--- src/rtl/regfile_wr_arb_if.sv ---
// Handshake/bus bundle between writeback requesters, the write-port arbiter and the register file.
interface regfile_wr_arb_if #(
  parameter int unsigned pw   = 3,
  parameter int unsigned NREQ = 3
);
  logic [NREQ-1:0]    req_valid;
  logic [NREQ*pw-1:0] req_addr;
  logic [NREQ*8-1:0]  req_data;
  logic [NREQ-1:0]    req_ready;
  logic               wr_en;
  logic [pw-1:0]      wr_addr;
  logic [7:0]         wr_data;
  logic [1:0]         grant_id;
  logic               init_busy;

  modport master (
    output req_valid, req_addr, req_data,
    input  req_ready, wr_en, wr_addr, wr_data, grant_id, init_busy
  );

  modport slave (
    input  req_valid, req_addr, req_data,
    output req_ready, wr_en, wr_addr, wr_data, grant_id, init_busy
  );
endinterface

--- src/rtl/regfile_wr_arb.sv ---
// Round-robin write-port arbiter for the 8-bit register file.
// Define REGFILE_INIT_EN to compile in the post-reset zero-fill sweep.
module regfile_wr_arb #(
  parameter int unsigned pw   = 3,
  parameter int unsigned NREQ = 3
) (
  input  logic            i_clk,
  input  logic            i_rst_n,
  regfile_wr_arb_if.slave io_bus
);

  logic            r_wr_en, w_wr_en_d;
  logic [pw-1:0]   r_wr_addr, w_wr_addr_d;
  logic [7:0]      r_wr_data, w_wr_data_d;
  logic [1:0]      r_grant_id, w_grant_id_d;
  logic [1:0]      r_rr_ptr, w_rr_ptr_d;

  logic            w_run;
  logic            w_found_hi, w_found_lo;
  logic [1:0]      w_win_hi, w_win_lo, w_winner;
  logic [NREQ-1:0] w_ready;
  logic            w_xfer;
  logic [pw-1:0]   w_sel_addr;
  logic [7:0]      w_sel_data;

`ifdef REGFILE_INIT_EN
  typedef enum logic [0:0] {StInit, StRun} state_e;
  state_e        r_state, w_state_d;
  logic [pw-1:0] r_cnt, w_cnt_d;

  assign w_run            = (r_state == StRun);
  assign io_bus.init_busy = (r_state == StInit);
`else
  assign w_run            = 1'b1;
  assign io_bus.init_busy = 1'b0;
`endif

  // Lowest valid index at or above rr_ptr wins; otherwise wrap to the lowest valid index.
  always_comb begin
    w_found_hi = 1'b0;
    w_found_lo = 1'b0;
    w_win_hi   = 2'd0;
    w_win_lo   = 2'd0;
    for (int i = int'(NREQ) - 1; i >= 0; i--) begin
      if (io_bus.req_valid[i]) begin
        w_found_lo = 1'b1;
        w_win_lo   = 2'(i);
        if (i >= int'(r_rr_ptr)) begin
          w_found_hi = 1'b1;
          w_win_hi   = 2'(i);
        end
      end
    end
    w_winner = w_found_hi ? w_win_hi : w_win_lo;
  end

  always_comb begin
    w_ready    = '0;
    w_sel_addr = '0;
    w_sel_data = '0;
    for (int i = 0; i < int'(NREQ); i++) begin
      if (w_winner == 2'(i)) begin
        w_ready[i] = w_found_lo && w_run && i_rst_n;
        w_sel_addr = io_bus.req_addr[i*pw +: pw];
        w_sel_data = io_bus.req_data[i*8 +: 8];
      end
    end
  end

  assign w_xfer = |w_ready;

  always_comb begin
    w_wr_en_d    = w_xfer;
    w_wr_addr_d  = r_wr_addr;
    w_wr_data_d  = r_wr_data;
    w_grant_id_d = r_grant_id;
    w_rr_ptr_d   = r_rr_ptr;
    if (w_xfer) begin
      w_wr_addr_d  = w_sel_addr;
      w_wr_data_d  = w_sel_data;
      w_grant_id_d = w_winner;
      w_rr_ptr_d   = (w_winner == 2'(NREQ - 1)) ? 2'd0 : w_winner + 2'd1;
    end
`ifdef REGFILE_INIT_EN
    w_state_d = r_state;
    w_cnt_d   = r_cnt;
    case (r_state)
      StInit: begin
        w_wr_en_d   = 1'b1;
        w_wr_addr_d = r_cnt;
        w_wr_data_d = 8'h00;
        w_cnt_d     = r_cnt + 1'b1;
        if (r_cnt == {pw{1'b1}}) w_state_d = StRun;
      end
      default: w_state_d = StRun;
    endcase
`endif
  end

  always_ff @(posedge i_clk) begin
    if (!i_rst_n) begin
      r_wr_en    <= 1'b0;
      r_wr_addr  <= '0;
      r_wr_data  <= 8'h00;
      r_grant_id <= 2'd0;
      r_rr_ptr   <= 2'd0;
`ifdef REGFILE_INIT_EN
      r_state    <= StInit;
      r_cnt      <= '0;
`endif
    end else begin
      r_wr_en    <= w_wr_en_d;
      r_wr_addr  <= w_wr_addr_d;
      r_wr_data  <= w_wr_data_d;
      r_grant_id <= w_grant_id_d;
      r_rr_ptr   <= w_rr_ptr_d;
`ifdef REGFILE_INIT_EN
      r_state    <= w_state_d;
      r_cnt      <= w_cnt_d;
`endif
    end
  end

  assign io_bus.req_ready = w_ready;
  assign io_bus.wr_en     = r_wr_en;
  assign io_bus.wr_addr   = r_wr_addr;
  assign io_bus.wr_data   = r_wr_data;
  assign io_bus.grant_id  = r_grant_id;

endmodule

--- src/flat_wrapper.sv ---
// flat-port wrapper written by rule: the top's interface ports become plain ports
module regfile_wr_arb_flat 
#(
  parameter int unsigned pw   = 3,
  parameter int unsigned NREQ = 3
)
  (i_clk, i_rst_n, io_bus_req_valid, io_bus_req_addr, io_bus_req_data, io_bus_req_ready, io_bus_wr_en, io_bus_wr_addr, io_bus_wr_data, io_bus_grant_id, io_bus_init_busy);
  regfile_wr_arb_if #(.pw(pw), .NREQ(NREQ)) io_bus_i ();
  input  logic i_clk;
  input  logic i_rst_n;
  input wire logic [$bits(io_bus_i.req_valid)-1:0] io_bus_req_valid;
  input wire logic [$bits(io_bus_i.req_addr)-1:0] io_bus_req_addr;
  input wire logic [$bits(io_bus_i.req_data)-1:0] io_bus_req_data;
  output wire logic [$bits(io_bus_i.req_ready)-1:0] io_bus_req_ready;
  output wire logic [$bits(io_bus_i.wr_en)-1:0] io_bus_wr_en;
  output wire logic [$bits(io_bus_i.wr_addr)-1:0] io_bus_wr_addr;
  output wire logic [$bits(io_bus_i.wr_data)-1:0] io_bus_wr_data;
  output wire logic [$bits(io_bus_i.grant_id)-1:0] io_bus_grant_id;
  output wire logic [$bits(io_bus_i.init_busy)-1:0] io_bus_init_busy;
  assign io_bus_i.req_valid = io_bus_req_valid;
  assign io_bus_i.req_addr = io_bus_req_addr;
  assign io_bus_i.req_data = io_bus_req_data;
  assign io_bus_req_ready = io_bus_i.req_ready;
  assign io_bus_wr_en = io_bus_i.wr_en;
  assign io_bus_wr_addr = io_bus_i.wr_addr;
  assign io_bus_wr_data = io_bus_i.wr_data;
  assign io_bus_grant_id = io_bus_i.grant_id;
  assign io_bus_init_busy = io_bus_i.init_busy;
  regfile_wr_arb #(.pw(pw), .NREQ(NREQ)) u_core (.i_clk(i_clk), .i_rst_n(i_rst_n), .io_bus(io_bus_i));
endmodule
--- config.mk ---
export PLATFORM = sky130hd
export DESIGN_NAME = regfile_wr_arb_flat
export DESIGN_NICKNAME = d
export VERILOG_FILES = /design/src/rtl/regfile_wr_arb_if.sv /design/src/rtl/regfile_wr_arb.sv /design/src/flat_wrapper.sv
export SDC_FILE = /design/constraint.sdc
export NUM_CORES = 1
export LEC_CHECK = 0
export ABC_AREA = 0
export CORE_MARGIN = 2
export CORE_UTILIZATION = 39
export CTS_CLUSTER_DIAMETER = 100
export DETAILED_ROUTE_END_ITERATION = 8
export PLACE_DENSITY = 0.8
export SYNTH_ARGS = -nofsm -noshare
export SYNTH_HDL_FRONTEND = slang
export SYNTH_SLANG_ARGS = --single-unit
export TNS_END_PERCENT = 50
--- constraint.sdc ---
create_clock -name i_clk -period 1.64 [get_ports i_clk]
set_clock_uncertainty 0.1 [all_clocks]
set_input_delay 0.246 -clock i_clk [delete_from_list [all_inputs] [get_ports i_clk]]
set_output_delay 0.246 -clock i_clk [all_outputs]
set_load 0.005 [all_outputs]
---- Word level (Yosys, flattened, before mapping) ----
Cells that the tools add are included.
operators by class
  add/subtract/negate cells ............... 1
  $lt $le $gt $ge ......................... 3
  equal/unequal tests ..................... 2
  muxes and demuxes ....................... 29
  reductions and logical operators ........ 3
operators by type and width
  kind                                                              number
  two-way mux 8 bit                                                 3
  two-way mux 2 bit                                                 11
  two-way mux 1 bit                                                 12
  two-way mux 3 bit                                                 3
  greater-or-equal comparator 1 x 2 -> 1 bit, first input constant  2
  OR reduction 3 bit                                                1
  adder 2 x 1 -> 2 bit, second input constant                       1
  equality test 2 x 1 -> 1 bit, second input constant               1
  equality test 2 bit, second input constant                        1
  greater-or-equal comparator 2 bit, first input constant           1
  logical NOT 2 bit                                                 1
  logical AND 1 bit                                                 1
storage, ports and cells
  flip-flop bits (word level) ............. 16
  input bits .............................. 38
  output and inout bits ................... 18
  word-level logic and storage cells ...... 43

---- Depth between registers and ports, before layout ----
Gate-level depths: netlist of run 1.
  depth in word-level cells ............... 12
  mapped depth ............................ 6
  gate-level depth less buffers ........... 4

---- Worst setup path before layout of run 1 ----
OpenSTA, ideal clock, no wires.
  kind .................................... register to register
  start ................................... reg u_core.r_rr_ptr[0]
  end ..................................... reg u_core.r_wr_addr[0], in the netlist u_core.io_bus.wr_addr[0]
  setup time .............................. 0.117 ns
  arrival time ............................ 1.233 ns
  required time ........................... 1.423 ns
  slack ................................... 0.191 ns
  stages on the path, launching flop included .. 7
  buffers on the path ..................... 2
  period minus slack after synthesis ...... 1.449 ns
  path through ............................ dfxtp_1 > buf_6 > nor3b_4 > o31ai_4 > buf_6 > o22a_1 > a22o_1
on the way
  cells in the longest elaborated chain, start to end .. 12
  elaborated cells between the ends (all ways) .. 26
  those cells by class .................... 3 x order compare; 2 x eq/ne; 19 x mux; 2 x reduce/logical
ends and longest elaborated chain
  element                                                        RTL line               text
  start, declared                                                regfile_wr_arb.sv:16   logic [1:0] r_rr_ptr, w_rr_ptr_d;
  start signal, assigned                                         regfile_wr_arb.sv:116  r_rr_ptr <= w_rr_ptr_d;
  greater-or-equal comparator 2 bit                              regfile_wr_arb.sv:48   if (i >= int'(r_rr_ptr)) begin
  two-way mux 1 bit / two-way mux 2 bit (equally long branches)  regfile_wr_arb.sv:48
  two-way mux 1 bit / two-way mux 2 bit (equally long branches)  regfile_wr_arb.sv:45   if (io_bus.req_valid[i]) begin
  two-way mux 1 bit / two-way mux 2 bit (equally long branches)  regfile_wr_arb.sv:48
  two-way mux 1 bit / two-way mux 2 bit (equally long branches)  regfile_wr_arb.sv:45
  two-way mux 1 bit / two-way mux 2 bit (equally long branches)  regfile_wr_arb.sv:48
  two-way mux 1 bit / two-way mux 2 bit (equally long branches)  regfile_wr_arb.sv:45
  two-way mux 2 bit *                                            regfile_wr_arb.sv:54   w_winner = w_found_hi ? w_win_hi : w_win_lo;
  logical NOT 2 bit                                              regfile_wr_arb.sv:62   if (w_winner == 2'(i)) begin
  two-way mux 3 bit (3 in series)                                regfile_wr_arb.sv:62
  end signal, assigned                                           regfile_wr_arb.sv:113  r_wr_addr <= w_wr_addr_d;
  end, declared                                                  regfile_wr_arb.sv:13   logic [pw-1:0] r_wr_addr, w_wr_addr_d;
Mark *: on every way between the ends. The rest lies on a longest branch, timed or not.
A chain may end at the register's enable or synchronous reset.

---- Final worst setup path of run 1 ----
  start ................................... reg u_core.r_rr_ptr[0]
  end ..................................... out io_bus_req_ready[2]
on the way
  cells in the longest elaborated chain, start to end .. 10
  elaborated cells between the ends (all ways) .. 18
  those cells by class .................... 3 x order compare; 1 x eq/ne; 14 x mux
ends and longest elaborated chain
  element                                                        RTL line              text
  greater-or-equal comparator 2 bit                              regfile_wr_arb.sv:48
  two-way mux 1 bit / two-way mux 2 bit (equally long branches)  regfile_wr_arb.sv:48
  two-way mux 1 bit / two-way mux 2 bit (equally long branches)  regfile_wr_arb.sv:45
  two-way mux 1 bit / two-way mux 2 bit (equally long branches)  regfile_wr_arb.sv:48
  two-way mux 1 bit / two-way mux 2 bit (equally long branches)  regfile_wr_arb.sv:45
  two-way mux 1 bit / two-way mux 2 bit (equally long branches)  regfile_wr_arb.sv:48
  two-way mux 1 bit / two-way mux 2 bit (equally long branches)  regfile_wr_arb.sv:45
  two-way mux 2 bit *                                            regfile_wr_arb.sv:54
  equality test 2 bit *                                          regfile_wr_arb.sv:62
  two-way mux 1 bit *                                            regfile_wr_arb.sv:62
  end, declared                                                  flat_wrapper.sv:14    output wire logic [$bits(io_bus_i.req_ready)-1:0] io_bus_req_ready;
Marks and branches as above.

==> out/results.tsv, run 1 <==
stage	metric	value	unit
route	# DRC	0	
critical_path	cell family with most CP delay	flip-flops	
route	TritonRoute pass-1 iters	4	
sta	final hold violation count	0	
logic_synthesis	Post-synth ARST share	0	
status	violated checks	setup timing	
placement	placer congestion estimate	0.836	
route	Vias	1226	
clock_network	Sink Count	16	
clock_network	Worst-Skew Late Latency	290	ps
placement	placed insts	212	
sta	FMAX	599	MHz
power_and_ir_drop	sequential power share	0.392	
floorplan	Rows	18	
logic_synthesis	Synth cell types	34	
hold_path	Hold Crit Class	flop to flop	
critical_path	Worst Setup End Kind	primary output	
hold_path	min-delay src	u_core.io_bus.wr_data[7]$_SDFFE_PN0P_	
floorplan	Die H	56.1	microns
critical_path	crit path cell chain	buf_12 > nor3b_4 > o31ai_4 > nor2_1 > buf_2	
critical_path	slowest stage delay, CP	370	ps
clock_network	Clock transition at path regs	100	ps
sta	Setup violations, final	3	
status	status	finished, violations left	
route	metal2 WL	1860	microns
global_route	vias in the first global route	1279	
placement	DP Worst Slack	-492	ps
route	final antenna-violating net count	0	
clock_network	worst-case clock buffer depth	2	
finish	area grow syn2layout	67.3	%
sta	post-route minimum period	1670	ps
route	initial DRC count	30	
floorplan	die area	3150	sq um
route	routed wl met3	188	microns
critical_path	crit path from	u_core.r_rr_ptr[0]$_SDFFE_PN0P_	
global_route	GRT Total Usage	0.236	
critical_path	r2r startpoint	u_core.r_rr_ptr[1]$_SDFFE_PN0P_	
floorplan	I/O Pins	56	
critical_path	slowest library cell on the worst path	dfxtp_4	
power_and_ir_drop	pwr/cell area	641	nW/um^2
clock_network	total CTS buffers	3	
sta	TNS Setup	-76.5	ps
critical_path	CP startpoint kind	flop	
critical_path	worst path arrival time	1320	ps
power_and_ir_drop	LEAKAGE	0.743	nW
logic_synthesis	syn avg cell area	8.75	sq um
finish	Ant. Diodes	0	
global_route	GRT overflow	0	
placement	DP HPWL	2610	microns
route	Max Used Layer	met4	
global_route	largest net degree at the start of global routing	15	
logic_synthesis	#FFs+latches synth	16	
clock_network	Clock Tree Root	clkbuf_4	
logic_synthesis	Synth Flop Type	dfxtp_1	
floorplan	Starting Density	0.420	
sta	Slew Limit Fails	0	
route	WL final	3560	microns
critical_path	CP bufs+invs	2	
power_and_ir_drop	peak supply drop	0.658	mV
power_and_ir_drop	Net Switching	0.000319	W
route	Via-to-Cell Ratio	5.60	
finish	fill count	218	
logic_synthesis	syn nets	159	
logic_synthesis	Mapped Area	1060	sq um
sta	period utilization	1.02	
critical_path	Req. time, crit path	1290	ps
logic_synthesis	post-synthesis sequential area ratio	0.303	
sta	hold slack	386	ps
finish	Final #Nets	228	
power_and_ir_drop	logic gate share of total power	0.369	
power_and_ir_drop	switching share of power	0.281	
clock_network	depth of the CTS H-tree	1	
logic_synthesis	Synth Instances	121	
global_route	initial antenna violation count	0	
power_and_ir_drop	Pint	0.000815	W
finish	fin cells	219	
critical_path	Crit Path Max Fanout	4	
global_route	first-pass GRT wire length	5980	microns
finish	fraction of layout cells with a size suffix above 1	0.233	
logic_synthesis	Post-synth EDFFs	0	
clock_network	CTS tree	yes	
critical_path	CP Class	flop to primary output	
floorplan	Core ar.	2520	sq um
floorplan	Die W	56.1	microns
clock_network	CTS Hold Bufs	0	
power_and_ir_drop	Clk pwr share	0.239	
logic_synthesis	YS warnings	0	
route	average wire per standard cell	16.2	microns
sta	final worst slack	-29.9	ps
sta	RSZ-0062 raised after global routing	true	
placement	# port buffers	54	
run	maxcap violations	0	
route	wl on met1	1470	microns
[layer usage]
layer | vias up | GRT usage
li1 | 588 | -
met1 | 587 | 0.296
met2 | 43 | 0.412
met3 | 8 | 0.0535
met4 | 0 | 0.0510
met5 | - | 0
[area by class of cell]
class | instances | area, sq um | area share
Tap cell | 30 | 37.5 | 0.0212
Sequential cell | 16 | 328 | 0.185
Timing Repair Buffer | 76 | 703 | 0.397
Multi-Input combinational cell | 79 | 613 | 0.346
Clock buffer | 4 | 36.3 | 0.0205
Inverter | 14 | 52.6 | 0.0297
[stage by stage]
step                      area (sq um)  utilization  total power, W
after floorplan                   1060            -        0.000635
after global placement            1690        0.669        0.000841
after detailed placement          1690        0.669        0.000854
after CTS                         1760        0.697         0.00113
after global routing              1770        0.702         0.00119
final                             1770        0.702         0.00113
[cells by family (layout without fill, tap and decap cells)]
kind of cell / Yosys count / count (layout) / share of synthesized area
AO/OA/AOI/OAI: 52 / 52 / 0.400
adder cells (fa/ha/maj): 1 / 1 / 0.00946
buffers and inverters: 26 / 94 / 0.137
flip-flops: 16 / 16 / 0.303
other: 1 / 1 / 0.00354
AND/OR/NAND/NOR: 25 / 25 / 0.148
[layout by cell type, fill, tap and decap left out, drive strengths merged, types with 2 or more instances in the layout]
cell type,netlist,final
or2,2,2
nand2,4,4
a21oi,12,12
nor3b,2,2
buf,11,25
dfxtp,16,16
nand3,2,2
dlygate4sd2,0,3
a32o,4,4
nand3b,4,4
a311oi,9,9
o22a,9,9
o21ai,2,2
clkdlybuf4s50,0,48
clkbuf,1,4
a22o,9,9
inv,14,14
a31oi,3,3
nor2,7,7
nor2b,2,2
[sequential cells by signal (all words and copies together) (netlist names)]
name,flops
u_core.io_bus.wr_data,8
u_core.r_rr_ptr,2
u_core.io_bus.wr_addr,3
u_core.io_bus.grant_id,2
u_core.io_bus.wr_en,1
[worst reg2reg max path: stages, from the launching register on]
cell and delay (ps):
dfxtp_4 360, buf_4 140, nor3b_4 220, o31ai_4 80, buf_4 190, a32o_2 230, a32o_1 250
[worst paths after layout]
path	to	slack (ps)	cells past startpoint
worst max register to register	u_core.io_bus.wr_data[0]$_SDFFE_PN0P_	-30	6
worst max-delay path	io_bus_req_ready[2]	-30	5
worst min-delay path	u_core.io_bus.wr_data[7]$_SDFFE_PN0P_	390	1
worst min register to register	u_core.io_bus.wr_data[7]$_SDFFE_PN0P_	390	1
[Yosys cell counts (all sizes together) (2+ instances only)]
cell / number / share of area
nand3: 2 / 0.0095
nor2b: 2 / 0.014
a32o: 4 / 0.038
a31oi: 3 / 0.018
a22o: 9 / 0.074
o22a: 9 / 0.074
dfxtp: 16 / 0.30
a311oi: 9 / 0.074
a21oi: 12 / 0.060
or2: 2 / 0.012
nor3b: 2 / 0.030
nand3b: 4 / 0.028
o21ai: 2 / 0.013
inv: 14 / 0.050
buf: 11 / 0.084
nor2: 7 / 0.025
nand2: 4 / 0.014
[power by group through the flow]
stage | Sequential [W] | Combinational [W] | Clock [W]
finish | 0.000445 | 0.000419 | 0.000271
global route | 0.000449 | 0.000452 | 0.000291
global placement | 0.000455 | 0.000387 | 0
floorplan | 0.000454 | 0.000181 | 0
CTS | 0.000445 | 0.000413 | 0.000276
detailed placement | 0.000457 | 0.000397 | 0
[repair_timing]
action,in CTS,in global routing
endpoints found under the setup margin,14,14
buffers inserted,4,0
pin swaps,5,0
gates resized for setup,23,2
No activity file was read; power rests on OpenSTA's default activity.
==> run 2, diff against run 1 <==
--- a/config.mk
+++ b/config.mk
@@ -8,9 +8,10 @@
 export ABC_AREA = 0
 export CORE_MARGIN = 2
 export CORE_UTILIZATION = 39
-export CTS_CLUSTER_DIAMETER = 100
+export CTS_CLUSTER_DIAMETER = 40
 export DETAILED_ROUTE_END_ITERATION = 8
 export PLACE_DENSITY = 0.8
+export SETUP_SLACK_MARGIN = 0.2
 export SYNTH_ARGS = -nofsm -noshare
 export SYNTH_HDL_FRONTEND = slang
 export SYNTH_SLANG_ARGS = --single-unit
==> run 2 against run 1 <==
Effect of this change:
- the flow still finishes with violations (setup timing)
- clock power fell by 1%
- design area shrank 1.9%
- final cell count down 0.91%
- global-route usage rose by 0.65 points
- non-clock buffer count is 2 lower
- via count shrank 0.73%
- sequential share of layout area rose by 0.94 points
- largest cell class unchanged
==> out/results.tsv, run 2 (synthesized netlist as in run 1, its figures left out) <==
stage	metric	value	unit	change
sta	FMAX	601	MHz	was 599 MHz
sta	hold slack	378	ps	was 386 ps
route	TritonRoute pass-1 iters	4		unchanged
finish	FF+latch area	338	sq um	was 328 sq um
sta	Setup violations, final	2		was 3
finish	fin cells	217		was 219
clock_network	Clock Tree Root	clkbuf_4		unchanged
finish	fill count	208		was 218
clock_network	Sink Count	16		unchanged
placement	post-place instance area	1680	sq um	was 1690 sq um
clock_network	Clock transition at path regs	100	ps	about the same
clock_network	total CTS buffers	3		unchanged
critical_path	flop2flop setup slack	-10	ps	was -30 ps
clock_network	depth of the CTS H-tree	1		unchanged
route	WL final	3530	microns	was 3560 microns
finish	commonest cells after routing, fill and taps aside	34 x clkdlybuf4s50_1, 17 x dlygate4sd2_1, 17 x buf_4, 13 x inv_1		was 48 x clkdlybuf4s50_1, 20 x buf_4, 14 x dfxtp_1, 13 x inv_1, 11 x a21oi_1
finish	Final #Nets	226		was 228
floorplan	Core ar.	2520	sq um	unchanged
critical_path	Req. time, crit path	1290	ps	about the same
hold_path	min-delay src	u_core.io_bus.wr_data[7]$_SDFFE_PN0P_		unchanged
clock_network	Worst-Skew Late Latency	290	ps	about the same
placement	DP HPWL	2550	microns	was 2610 microns
placement	placer congestion estimate	0.808		was 0.836
critical_path	Worst Setup End Kind	primary output		unchanged
finish	fraction of layout cells with a size suffix above 1	0.262		was 0.233
finish	post-route cell area	1740	sq um	was 1770 sq um
route	# DRC	0		unchanged
global_route	vias in the first global route	1307		was 1,279
power_and_ir_drop	LEAKAGE	0.773	nW	was 0.743 nW
sta	post-route minimum period	1660	ps	was 1670 ps
critical_path	CP startpoint kind	flop		unchanged
critical_path	worst path arrival time	1320	ps	about the same
finish	multi-input logic area	607	sq um	was 613 sq um
floorplan	die area	3150	sq um	unchanged
floorplan	Rows	18		unchanged
sta	final hold violation count	0		unchanged
floorplan	Die W	56.1	microns	unchanged
finish	max reg flops	8		unchanged
sta	RSZ-0062 raised after global routing	true		unchanged
placement	DP Worst Slack	-467	ps	was -492 ps
route	Vias	1217		was 1,226
critical_path	Reg2Reg Depth	6		unchanged
sta	period utilization	1.02		about the same
floorplan	Die H	56.1	microns	unchanged
route	average wire per standard cell	16.3	microns	was 16.2 microns
global_route	first-pass GRT wire length	6000	microns	was 5980 microns
run	maxcap violations	0		unchanged
route	Via-to-Cell Ratio	5.61		was 5.60
floorplan	Starting Density	0.420		unchanged
critical_path	Crit Path Max Fanout	5		was 4
sta	Slew Limit Fails	0		unchanged
route	initial DRC count	31		was 30
placement	# port buffers	54		unchanged
power_and_ir_drop	peak supply drop	0.631	mV	was 0.658 mV
critical_path	FF-to-FF End	u_core.io_bus.wr_data[0]$_SDFFE_PN0P_		unchanged
placement	placed insts	211		was 212
hold_path	Hold Crit Class	flop to flop		unchanged
global_route	initial antenna violation count	0		unchanged
global_route	largest net degree at the start of global routing	15		unchanged
status	status	finished, violations left		unchanged
hold_path	worst hold path endpoint	u_core.io_bus.wr_data[7]$_SDFFE_PN0P_		unchanged
global_route	GRT Total Usage	0.243		was 0.236
route	final antenna-violating net count	0		unchanged
critical_path	crit path from	u_core.r_rr_ptr[0]$_SDFFE_PN0P_		unchanged
finish	commonest non-fill, non-tap cell in the layout	clkdlybuf4s50_1		unchanged
critical_path	CP Class	flop to primary output		unchanged
clock_network	CTS tree	yes		unchanged
floorplan	I/O Pins	56		unchanged
status	violated checks	setup timing		unchanged
global_route	GRT overflow	0		unchanged
finish	Ant. Diodes	0		unchanged
clock_network	worst-case clock buffer depth	2		unchanged
hold_path	Hold Crit Depth	1		unchanged
clock_network	CTS Hold Bufs	0		unchanged
critical_path	r2r startpoint	u_core.r_rr_ptr[0]$_SDFFE_PN0P_		was u_core.r_rr_ptr[1]$_SDFFE_PN0P_
power_and_ir_drop	pwr/cell area	637	nW/um^2	was 641 nW/um^2
finish	area grow syn2layout	64.1	%	was 67.3%
sta	final worst slack	-24.7	ps	was -29.9 ps
run 2: area by class of cell:
type                            count  share of cell area
Timing Repair Buffer               74               0.383
Multi-Input combinational cell     79               0.349
Sequential cell                    16               0.195
Clock buffer                        4              0.0209
Tap cell                           30              0.0216
Inverter                           14              0.0303
run 2: through the flow:
stage,util,setup TNS (ps),power (W)
2_1_floorplan,-,0,0.000635
3_3_place_gp,0.666,-5210,0.000841
3_5_place_dp,0.666,-5610,0.000852
4_1_cts,0.688,-46.9,0.00111
5_1_grt,0.688,-302,0.00117
6_report,0.688,-36.5,0.00111
run 2: worst max path at each step:
stage          slack, ps  cells past startpoint                                     to
2_1_floorplan        200                      6  u_core.io_bus.wr_addr[0]$_SDFFE_PN0P_
6_report             -20                      5                    io_bus_req_ready[2]
5_1_grt             -100                      5                    io_bus_req_ready[2]
3_3_place_gp        -440                      4                    io_bus_req_ready[0]
3_5_place_dp        -470                      4                    io_bus_req_ready[0]
4_1_cts              -30                      5                    io_bus_req_ready[2]
run 2: power by group:
group,internal (W),switching (W)
sequential,0.000429,0.0000208
clock,0.000135,0.000132
combinational,0.000227,0.000162
total,0.000792,0.000314
run 2: what timing repair did:
item	CTS	global route
endpoints found under the hold margin	0	0
pin swaps	2	0
resized for setup	47	0
setup buffers	2	0
endpoints found under the setup margin	30	14
run 2: layer usage:
metal  wire [microns]  share of wire  up-vias  global-route usage
met2             1770           0.50       45               0.408
met5                0              0        -                   0
met1             1530           0.43      582               0.288
met4               55          0.016        0               0.105
met3              179          0.051        6              0.0651
li1                 -              -      584                   -
run 2: worst max-delay path, stage by stage (launching register included):
cell     delay (ps)
dfxtp_4         370
buf_6           120
nor3b_4         150
o31ai_4         180
nor2_1           70
buf_2           130
==> run 3, diff against run 2 <==
--- a/config.mk
+++ b/config.mk
@@ -12,6 +12,7 @@
 export DETAILED_ROUTE_END_ITERATION = 8
 export PLACE_DENSITY = 0.8
 export SETUP_SLACK_MARGIN = 0.2
+export SKIP_CTS_REPAIR_TIMING = 1
 export SYNTH_ARGS = -nofsm -noshare
 export SYNTH_HDL_FRONTEND = slang
 export SYNTH_SLANG_ARGS = --single-unit
==> run 3 against run 2 <==
Effect of this change:
- the run still ends with setup timing left
- critical path type unchanged
- largest cell class unchanged
- non-clock buffer count grew 1
- wire length is 0.79% lower
- flip-flop and latch count is the same
==> out/results.tsv, run 3 (synthesized netlist as in run 1, its figures left out) <==
stage	metric	value	unit	change
critical_path	worst path arrival time	1390	ps	was 1320 ps
finish	fraction of layout cells with a size suffix above 1	0.229		was 0.262
route	Via-to-Cell Ratio	5.59		was 5.61
route	final antenna-violating net count	0		unchanged
global_route	GRT Total Usage	0.230		was 0.243
status	violated checks	setup timing		unchanged
route	TritonRoute pass-1 iters	4		unchanged
route	initial DRC count	40		was 31
finish	commonest non-fill, non-tap cell in the layout	clkdlybuf4s50_1		unchanged
global_route	vias in the first global route	1264		was 1,307
route	# DRC	0		unchanged
floorplan	die area	3150	sq um	unchanged
power_and_ir_drop	peak supply drop	0.630	mV	was 0.631 mV
finish	Final #Nets	227		was 226
sta	final worst slack	-91.7	ps	was -24.7 ps
finish	post-layout util	0.706		was 0.688
power_and_ir_drop	pwr/cell area	630	nW/um^2	was 637 nW/um^2
floorplan	Core ar.	2520	sq um	unchanged
critical_path	CP startpoint kind	flop		unchanged
placement	DP HPWL	2550	microns	unchanged
global_route	first-pass GRT wire length	5710	microns	was 6000 microns
clock_network	total CTS buffers	3		unchanged
floorplan	Die W	56.1	microns	unchanged
placement	# port buffers	54		unchanged
global_route	initial antenna violation count	0		unchanged
power_and_ir_drop	LEAKAGE	0.854	nW	was 0.773 nW
clock_network	depth of the CTS H-tree	1		unchanged
sta	post-route minimum period	1730	ps	was 1660 ps
route	Vias	1218		was 1,217
placement	placer congestion estimate	0.808		unchanged
sta	Slew Limit Fails	0		unchanged
sta	RSZ-0062 raised after global routing	true		unchanged
global_route	GRT overflow	0		unchanged
clock_network	Sink Count	16		unchanged
critical_path	Crit Path Max Fanout	6		was 5
sta	Setup violations, final	3		was 2
sta	hold slack	383	ps	was 378 ps
clock_network	Clock transition at path regs	100	ps	about the same
power_and_ir_drop	overall power	0.00112	W	was 0.00111 W
floorplan	Starting Density	0.420		unchanged
finish	max reg flops	8		unchanged
floorplan	I/O Pins	56		unchanged
floorplan	Die H	56.1	microns	unchanged
clock_network	worst-case clock buffer depth	2		unchanged
clock_network	Clock Tree Root	clkbuf_4		unchanged
route	WL final	3500	microns	was 3530 microns
sta	final hold violation count	0		unchanged
clock_network	Worst-Skew Late Latency	290	ps	about the same
finish	area grow syn2layout	68.3	%	was 64.1%
critical_path	Req. time, crit path	1290	ps	about the same
run	maxcap violations	0		unchanged
sta	FMAX	577	MHz	was 601 MHz
global_route	largest net degree at the start of global routing	15		unchanged
critical_path	Worst Setup End Kind	primary output		unchanged
finish	commonest cells after routing, fill and taps aside	41 x clkdlybuf4s50_1, 18 x buf_4, 13 x inv_1, 11 x a21oi_1, 11 x dfxtp_1		was 34 x clkdlybuf4s50_1, 17 x dlygate4sd2_1, 17 x buf_4, 13 x inv_1
clock_network	CTS tree	yes		unchanged
status	status	finished, violations left		unchanged
sta	period utilization	1.06		was 1.02
critical_path	CP Class	flop to primary output		unchanged
sta	TNS Setup	-144	ps	was -36.5 ps
finish	Ant. Diodes	0		unchanged
floorplan	Rows	18		unchanged
hold_path	Hold Crit Class	input port to flop		was flop to flop
route	average wire per standard cell	16.1	microns	was 16.3 microns
run 3: cell types whose count changed in the layout (fill, tap and decap cells not counted):
cell,before,now
dlygate4sd2_1,17,0
dlymetal6s2s_1,0,10
clkdlybuf4s50_1,34,41
dfxtp_1,4,11
dfxtp_2,11,4
buf_2,3,1
clkbuf_2,0,2
buf_4,17,18
run 3: metrics by stage:
stage,setup slack [ps],std cells,cell area (sq um)
2_1_floorplan,204,121,1060
3_3_place_gp,-439,211,1680
3_5_place_dp,-467,211,1680
4_1_cts,-480,215,1720
5_1_grt,-159,218,1780
6_report,-91.7,218,1780
run 3: final timing paths:
check | start | endpoint | slack, ps | depth (start not counted)
worst min register to register | u_core.io_bus.grant_id[1]$_SDFFE_PN0P_ | u_core.io_bus.grant_id[1]$_SDFFE_PN0P_ | 380 | 2
worst min-delay path | io_bus_req_valid[0] | u_core.io_bus.wr_en$_SDFF_PN0_ | 380 | 4
worst max register to register | u_core.r_rr_ptr[0]$_SDFFE_PN0P_ | u_core.io_bus.wr_data[0]$_SDFFE_PN0P_ | -40 | 6
worst max-delay path | u_core.r_rr_ptr[0]$_SDFFE_PN0P_ | io_bus_req_ready[2] | -90 | 5
run 3: per-layer routing:
layer | global-route usage | wire length [microns]
met5 | 0 | 0
met4 | 0.0816 | 78
met3 | 0.0628 | 172
met2 | 0.392 | 1760
met1 | 0.277 | 1490
run 3: where the power goes:
group | internal [W] | total (W) | switching, W
combinational | 0.000249 | 0.000411 | 0.000162
sequential | 0.000426 | 0.000447 | 0.0000213
clock | 0.000135 | 0.000265 | 0.000129
run 3: worst max-delay path, cell delays in order (launching register included):
cell	delay, ps
dfxtp_4	370
buf_4	130
nor3b_4	150
o31ai_4	240
nor2_1	70
clkbuf_2	120
run 3: cell type report:
type	count	area, sq um
fillers	201	741
clock buffers	4	36.3
flip-flops and latches	16	329
multi-input cells	79	607
well taps	30	37.5
inverters	14	52.6
repair buffers	75	719
